[config.mk]
export PLATFORM = sky130hd
export DESIGN_NAME = irq_responder
export DESIGN_NICKNAME = d
export VERILOG_FILES = /design/src/rtl/irq_pkg.sv /design/src/rtl/irq_fifo.sv /design/src/rtl/irq_responder.sv
export SDC_FILE = /design/constraint.sdc
export NUM_CORES = 1
export LEC_CHECK = 0
export CAP_MARGIN = 20
export CORE_AREA = 2 2 169 171
export CTS_CLUSTER_SIZE = 30
export DETAILED_ROUTE_END_ITERATION = 8
export DIE_AREA = 0 0 171 173
export HOLD_SLACK_MARGIN = 0.03
export REMOVE_ABC_BUFFERS = 1
export SYNTH_ARGS = -nofsm -noshare
export SYNTH_HDL_FRONTEND = slang
export SYNTH_SLANG_ARGS = --single-unit
[constraint.sdc]
create_clock -name clk -period 4.3 [get_ports clk]
set_input_delay 0.86 -clock clk [delete_from_list [all_inputs] [get_ports clk]]
set_output_delay 0.86 -clock clk [all_outputs]
set_load 0.005 [all_outputs]
[src/rtl/irq_pkg.sv]
// ---------------------------------------------------------------------------
// irq_pkg
// Shared types and constants for the IRQ responder peer model.
//   irq_word_t   : 32-bit IRQ word carried on the CPU link
//   resp_state_e : responder FSM states (IDLE -> WAIT -> SEND -> IDLE)
//   RESP_KEY     : constant mixed into every response word
// ---------------------------------------------------------------------------
package irq_pkg;

    typedef logic [31:0] irq_word_t;

    typedef enum logic [1:0] {
        IDLE,
        WAIT,
        SEND
    } resp_state_e;

    localparam irq_word_t RESP_KEY = 32'hA5A5_5A5A;

endpackage

[src/rtl/irq_fifo.sv]
// ---------------------------------------------------------------------------
// irq_fifo
// Synchronous request FIFO for the IRQ responder.
// Ports:
//   clk   : clock
//   rst   : synchronous active-high reset, empties the FIFO
//   push  : write request (ignored when full unless a pop happens this cycle)
//   wdata : word to write
//   pop   : read request (ignored when empty)
//   rdata : head of the FIFO (valid while !empty)
//   full  : DEPTH entries stored
//   empty : no entries stored
// DEPTH must be a power of two, >= 2.
// ---------------------------------------------------------------------------
module irq_fifo
    import irq_pkg::*;
#(
    parameter int unsigned DEPTH  = 4,
    parameter type         word_t = irq_word_t
) (
    input  logic  clk,
    input  logic  rst,
    input  logic  push,
    input  word_t wdata,
    input  logic  pop,
    output word_t rdata,
    output logic  full,
    output logic  empty
);

    localparam int unsigned AW = $clog2(DEPTH);
    localparam logic [AW:0] PTR_ONE = 1;

    word_t       mem [DEPTH];
    logic [AW:0] wr_ptr;
    logic [AW:0] rd_ptr;
    logic        do_push;
    logic        do_pop;

    // Pointers carry one extra wrap bit so full and empty are distinguishable.
    assign empty   = (wr_ptr == rd_ptr);
    assign full    = (wr_ptr[AW] != rd_ptr[AW]) && (wr_ptr[AW-1:0] == rd_ptr[AW-1:0]);
    assign do_pop  = pop && !empty;
    // A simultaneous pop frees the head slot, so a push on full is accepted.
    assign do_push = push && (!full || do_pop);
    assign rdata   = mem[rd_ptr[AW-1:0]];

    always_ff @(posedge clk) begin
        if (rst) begin
            wr_ptr <= '0;
            rd_ptr <= '0;
        end else begin
            if (do_push) wr_ptr <= wr_ptr + PTR_ONE;
            if (do_pop)  rd_ptr <= rd_ptr + PTR_ONE;
        end
    end

    always_ff @(posedge clk) begin
        if (do_push) mem[wr_ptr[AW-1:0]] <= wdata;
    end

endmodule

[src/rtl/irq_responder.sv]
// ---------------------------------------------------------------------------
// irq_responder
// Peer model at the far end of a fake CPU's 32-bit IRQ word link. Every
// change on i_irq is queued; after a data-dependent delay a transformed
// response is driven on o_irq. Consecutive responses always differ. After
// TRANSACTION_NB responses the block raises done and ignores further input.
// Ports:
//   clk       : clock
//   rst       : synchronous active-high reset
//   cpu_index : index of the peer CPU, mixed into the response
//   i_irq     : request word from the CPU's outgoing IRQ
//   o_irq     : response word to the CPU's incoming IRQ
//   done      : TRANSACTION_NB responses have been sent
//   drop_cnt  : requests dropped because the FIFO was full (saturating)
// Optional feature: define IRQ_RESPONDER_LOG_EN to print each response and
// each dropped request; cycle behaviour is identical either way.
// ---------------------------------------------------------------------------
module irq_responder
    import irq_pkg::*;
#(
    parameter int unsigned TRANSACTION_NB = 1000,
    parameter int unsigned FIFO_DEPTH     = 4,
    parameter int unsigned MIN_DELAY      = 0
) (
    input  logic        clk,
    input  logic        rst,
    input  logic [31:0] cpu_index,
    input  logic [31:0] i_irq,
    output logic [31:0] o_irq,
    output logic        done,
    output logic [15:0] drop_cnt
);

    irq_word_t   i_irq_prev;
    irq_word_t   fifo_head;
    irq_word_t   resp;
    irq_word_t   send_val;
    logic        change;
    logic        pop;
    logic        drop;
    logic        fifo_full;
    logic        fifo_empty;
    logic [8:0]  cnt;
    logic [31:0] sent_cnt;
    resp_state_e state;

    assign change   = (i_irq != i_irq_prev) && !done;
    assign pop      = (state == IDLE) && !fifo_empty && !done;
    assign drop     = change && fifo_full && !pop;
    // Flip bit 0 when the new response would not be visible as a change.
    assign send_val = (resp == o_irq) ? (resp ^ 32'h1) : resp;

    irq_fifo #(
        .DEPTH  (FIFO_DEPTH),
        .word_t (irq_word_t)
    ) u_fifo (
        .clk   (clk),
        .rst   (rst),
        .push  (change),
        .wdata (i_irq),
        .pop   (pop),
        .rdata (fifo_head),
        .full  (fifo_full),
        .empty (fifo_empty)
    );

    // Change detection and drop accounting.
    always_ff @(posedge clk) begin
        if (rst) begin
            i_irq_prev <= '0;
            drop_cnt   <= '0;
        end else begin
            i_irq_prev <= i_irq;
            if (drop && (drop_cnt != '1)) begin
                drop_cnt <= drop_cnt + 16'd1;
            end
`ifdef IRQ_RESPONDER_LOG_EN
            if (drop) begin
                $display("[resp_%0d] drop 0x%08x", cpu_index, i_irq);
            end
`endif
        end
    end

    // Response FSM: pop -> count down delay -> drive response.
    always_ff @(posedge clk) begin
        if (rst) begin
            state    <= IDLE;
            o_irq    <= '0;
            done     <= 1'b0;
            sent_cnt <= '0;
            resp     <= '0;
            cnt      <= '0;
        end else begin
            case (state)
                IDLE: begin
                    if (pop) begin
                        resp  <= fifo_head ^ RESP_KEY ^ cpu_index;
                        cnt   <= 9'(MIN_DELAY) + {5'd0, fifo_head[3:0]};
                        state <= WAIT;
                    end
                end
                WAIT: begin
                    if (cnt == '0) begin
                        state <= SEND;
                    end else begin
                        cnt <= cnt - 9'd1;
                    end
                end
                SEND: begin
                    o_irq    <= send_val;
                    sent_cnt <= sent_cnt + 32'd1;
                    if ((sent_cnt + 32'd1) == TRANSACTION_NB) begin
                        done <= 1'b1;
                    end
                    state <= IDLE;
`ifdef IRQ_RESPONDER_LOG_EN
                    $display("[resp_%0d] o_irq = 0x%08x (%0d/%0d)", cpu_index, send_val,
                             sent_cnt + 32'd1, TRANSACTION_NB);
`endif
                end
                default: state <= IDLE;
            endcase
        end
    end

endmodule

=== Word-level counts from Yosys, hierarchy flattened ===
Memory sizes are Yosys's and may differ from the RTL's. A register that Yosys moved wholly into a read port is not among the register bits.
Index checks and enable logic that the tools add are counted.

* Word-level logic and storage cells: 63
* Memory bits (writable): 128
* Register bits after elaboration: 162
* Memories kept: 1
* Bits of input ports: 66
* Output and inout port bits: 49

{| class="wikitable"
|+ Memories
! memory !! words !! bits a word !! rd ports !! clocked after Yosys merged registers in !! write ports !! line !! RTL
|-
| u_fifo.mem || 4 || 32 || 1 || 1 || 1 || irq_fifo.sv:34 || <nowiki>word_t mem [DEPTH];</nowiki>
|}

* Add/subtract/negate cells: 5
* Bitwise gates (word level): 3
* Multiplexer cells: 11
* Reduce and logical (&&, ||, !) cells: 21
* Eq/ne operators: 12

{| class="wikitable"
|+ Operators by type and width
! kind !! number
|-
| adder 32 x 1 -> 32 bit (second input constant) || 1
|-
| equality test 32 x 10 -> 1 bit (second input constant) || 1
|-
| equality test 32 bit || 1
|-
| != test 32 bit || 1
|-
| bitwise XOR 32 bit || 1
|-
| two-way mux 9 bit || 2
|-
| one-hot mux 9 bit (2 select lines) || 1
|-
| adder 16 x 1 -> 16 bit (second input constant) || 1
|-
| != test 16 bit (second input constant) || 1
|-
| NOT 16 bit || 1
|-
| logical AND 1 bit || 9
|-
| zero test 9 bit || 1
|-
| subtractor 9 x 1 -> 9 bit (second input constant) || 1
|-
| two-way mux 2 bit || 4
|-
| adder 3 x 1 -> 3 bit (second input constant) || 2
|-
| != test 2 bit (second input constant) || 3
|-
| AND reduction 2 bit || 3
|-
| zero test 1 bit || 4
|-
| one-hot mux 2 bit (2 select lines) || 1
|-
| equality test 3 bit || 1
|-
| two-way mux 1 bit || 3
|-
| AND reduction 3 bit || 1
|-
| equality test 2 x 1 -> 1 bit (second input constant) || 1
|-
| equality test 2 bit || 1
|-
| 6 further kinds || 6
|}

=== Logic depth before layout (Yosys ltp) ===
* Word-level depth: 9
* Mapped depth: 10
* Gate-level depth less buffers: 9

=== Hierarchy ===
Synthesis repeated with hierarchy kept, for this count alone.

* Cells, all modules: 1108
* Area total of the unflattened synthesis: 12595.8 um^2

{| class="wikitable"
|+ Modules (own cells, without submodules)
! module !! cells each !! area each (um^2) !! instances !! sequential area each (um^2)
|-
| irq_responder || 886 || 7450.9 || 1 || 3123.0
|-
| irq_fifo || 222 || 5144.9 || 1 || 4003.8
|}

=== Worst setup path before layout ===
Ideal clock, no wire load.

* Path kind: in2reg
* From: input port i_irq[24]
* To: memory u_fifo.mem[3][0] in the netlist's numbering (enable)
* Stages: 6
* Required time: 3.876 ns
* Buffers on the path: 1
* Arrival time: 2.910 ns
* Setup slack: 0.966 ns
* Library setup time: 0.424 ns
* Cells stage by stage: xnor2_1 nand4_1 nor4_1 a21bo_2 clkbuf_1 nor2_1

* Cells in the longest elaborated chain, start to end: 5

{| class="wikitable"
|+ RTL lines
! element !! line !! RTL
|-
| from (decl) || irq_responder.sv:28 || <nowiki>input logic [31:0] i_irq,</nowiki>
|-
| != test 32 bit || irq_responder.sv:47 || <nowiki>assign change = (i_irq != i_irq_prev) && !done;</nowiki>
|-
| logical AND 1 bit || irq_responder.sv:47 ||
|-
| logical AND 1 bit || irq_fifo.sv:45 || <nowiki>assign do_push = push && (!full || do_pop);</nowiki>
|-
| two-way mux 1 bit || irq_fifo.sv:59 || <nowiki>if (do_push) mem[wr_ptr[AW-1:0]] <= wdata;</nowiki>
|-
| two-way mux 1 bit (not written as such) || irq_fifo.sv:59 ||
|-
| to (decl) || irq_fifo.sv:34 ||
|}

Every way passes these cells.

=== Final worst setup path ===
* From: input port i_irq[2]
* To: register drop_cnt[9]

* Cells in the longest elaborated chain, start to end: 5

{| class="wikitable"
|+ RTL lines
! element !! line !! RTL
|-
| != test 32 bit || irq_responder.sv:47 ||
|-
| logical AND 1 bit || irq_responder.sv:47 ||
|-
| logical AND 1 bit (2 in a row) || irq_responder.sv:49 || <nowiki>assign drop = change && fifo_full && !pop;</nowiki>
|-
| logical AND 1 bit || irq_responder.sv:74 || <nowiki>if (drop && (drop_cnt != '1)) begin</nowiki>
|-
| to (signal assigned) || irq_responder.sv:75 || <nowiki>drop_cnt <= drop_cnt + 16'd1;</nowiki>
|-
| to (decl) || irq_responder.sv:31 || <nowiki>output logic [15:0] drop_cnt</nowiki>
|}

Every way passes these cells.
A chain may end at the register's enable or synchronous reset.

==> reports/summary.txt <==
Hold buffers post-CTS: 0
CTS tree: yes
CTS Sinks: 292
Synth area leader: edfxtp_1
Required time worst endpoint: 4.75 ns
Most common cell after layout, fill and taps aside: dfxtp_1
Clock Power Share: 0.331
Post-CTS Resized: 0
GRT Overall Usage: 0.188
R2R depth: 5
Post-DP HPWL: 18,100 um
P&R area growth vs syn: 21.3%
Leak Pwr: 0.00519 uW
Worst-Margin Slew: 1.08 ns
Cts bufs inserted: 30
Ys flop type: dfxtp_1
Leading post-synthesis cells by cell area: edfxtp_1 31%, dfxtp_1 27%, xnor2_1 6.2%
Synth warnings: 0
Mapped cell area: 12,300 um2
Via total after detailed routing: 8,091
P_int: 5830 uW
1st-iter DRT viols: 418
Nets: 1,253
Die footprint: 29,600 um2
Post-synth cell types: 60
Max Cap Viol: 0
Number of global-route vias before repair: 8,048
Final min period: 3.09 ns
Most frequent cells in the layout: 163 x dfxtp_1, 129 x nand2_1, 128 x edfxtp_1
Post-Synthesis Mean Instance Area: 11.5 um2
Placeable Area: 27,600 um2
Wire per inst: 17.3 um
Sequential share of the synthesized area: 0.578
Clk_skew: 0.0148 ns
Clk root buf: clkbuf_16
Row cnt: 61
VDD IR max: 0.353 mV
Sequential power share: 0.428
Largest net degree at the start of global routing: 166
Hold path depth: 1
Routed WL: 27,400 um
Dpl cell area: 13,900 um2
DRT antenna net count: 0
Die width: 171 um
Post-Synthesis Cells: 1,075
# diodes: 0
Switching Share: 0.297
Number of flops mapped to enable cells by yosys: 128
Final TNS setup: 0 ns
Top Ports: 115
Crit. End Element: flop
Final count of hold timing violations: 0
Worst Hold Class: flop to flop
Vias per cell: 5.12
Top-area cell type share of the netlist area: 0.312
PwrDens: 554 nW/um2
Critical-path maximum fanout: 9
Worst-path clk slew: 0.06 ns
Max-slew headroom: 0.280
Crit share post-route: 0.718
Share of cells above drive strength 1: 0.0998
Clock buffer depth: 3
Initial Util: 0.446
Final weighted congestion in routability-driven placement: 0.798
Number of remaining DRC errors: 0
Unrepaired setup endpoints after global routing: false
# port buffers: 114
Max Fclk: 0.324 GHz
Final Max Tran Viols: 0
Die Ht: 173 um
Grt ovf: 0
Startpoint types: input pin
Final instance area: 15,000 um2
Initial antenna violation count: 0
Hold slack final: 0.451 ns
Status: finished, final reports clean
H-tree Lvls: 1
First-pass GRT wire length: 43,900 um
Pre-antenna DRT Iters: 4
Clock latency on the worst-skew pair: 0.56 ns
Utilization after layout: 0.541
P_sw: 2460 uW
WS Path Type: input pin to flop
Final Power: 8290 uW
#FFs+latches synth: 292
Post-synth ARST share: 0
Final setup vio count: 0
CP Data Arrival Time: 3.53 ns
Combinational share of power: 0.241
Post CTS Setup Buffer Count: 0
==> worst max-delay path: stages <==
cell,delay [ns]
clkdlybuf4s50_1,0.57
xnor2_1,0.15
nand4_1,0.13
nor4_1,0.07
buf_4,0.15
a221oi_2,0.61
nand3_1,0.37
nor3_1,0.27
mux2_1,0.35
==> metrics by stage <==
step / setup slack, ns / std cells
after floorplan: 0.963 / 1019
after global placement: 0.649 / 1525
after detailed placement: 0.575 / 1525
after CTS: 1.18 / 1580
after global routing: 1.02 / 1580
final: 1.21 / 1580
==> final cells by class <==
| class | instances | area, um2 |
|---|---|---|
| Clock buffer | 41 | 852 |
| Clock inverter | 14 | 210 |
| Sequential cell | 292 | 7130 |
| Timing Repair Buffer | 128 | 1290 |
| Tap cell | 378 | 473 |
| Inverter | 16 | 60.1 |
| Fill cell | 2471 | 12700 |
| Multi-Input combinational cell | 711 | 4940 |
==> cells in the mapped netlist (3+ instances only) <==
master and count:
xor2_1 70, buf_2 4, nand2b_1 5, nor4_1 12, a22oi_1 3, nand2_1 129
nor2_1 92, clkbuf_1 38, mux4_2 32, o21ai_0 11, and2_1 5, buf_1 8
and3_1 12, nor2b_1 39, xnor2_1 88, dfxtp_1 164, edfxtp_1 128, nor3_1 22
ha_1 8, nand3_1 26, a21oi_1 59, or3_1 8, buf_6 3, and4_1 5
nand4_1 29, inv_1 16, a211oi_1 18
==> kinds of logic (layout without fill, tap and decap cells) <==
logic type	after synthesis	after routing	synth area share
and+or+nand+nor	401	401	0.160
muxes	36	36	0.0619
xor gates and xnor gates	159	159	0.114
adders and majority gates	8	8	0.00812
AOI/OAI and AO/OA	107	107	0.0532
DFF	292	292	0.578
buffers and inverters	72	199	0.0256
==> state kept, by name (all words and copies together), names as in the netlist, named ones only <==
signal / count
state: 2
cnt: 9
resp: 32
u_fifo.rd_ptr: 3
i_irq_prev: 32
o_irq: 32
sent_cnt: 32
drop_cnt: 16
u_fifo.wr_ptr: 3
u_fifo.mem: 128
done: 1
==> power groups by stage <==
stage	combinational, uW	sequential (uW)	clock, uW
detailed placement	2030	3620	0
floorplan	1300	3580	0
global placement	2010	3610	0
finish	1990	3550	2750
global route	2220	3600	2920
CTS	2030	3560	2810
==> routing by layer <==
layer | global-route usage | up-vias | routed length [um]
met5 | 0 | - | 0
met1 | 0.271 | 3946 | 13200
li1 | - | 3981 | -
met3 | 0.0263 | 33 | 980
met2 | 0.302 | 131 | 12700
met4 | 0.0395 | 0 | 478
==> worst paths after layout <==
path / startpoint / end / slack (ns)
max: i_irq[2] / drop_cnt[9] / 1.21
min: cnt[8] / state[1] / 0.45
max reg2reg: done / drop_cnt[9] / 1.47
min reg2reg: cnt[8] / state[1] / 0.45
Power figures use the tool's default switching activity.
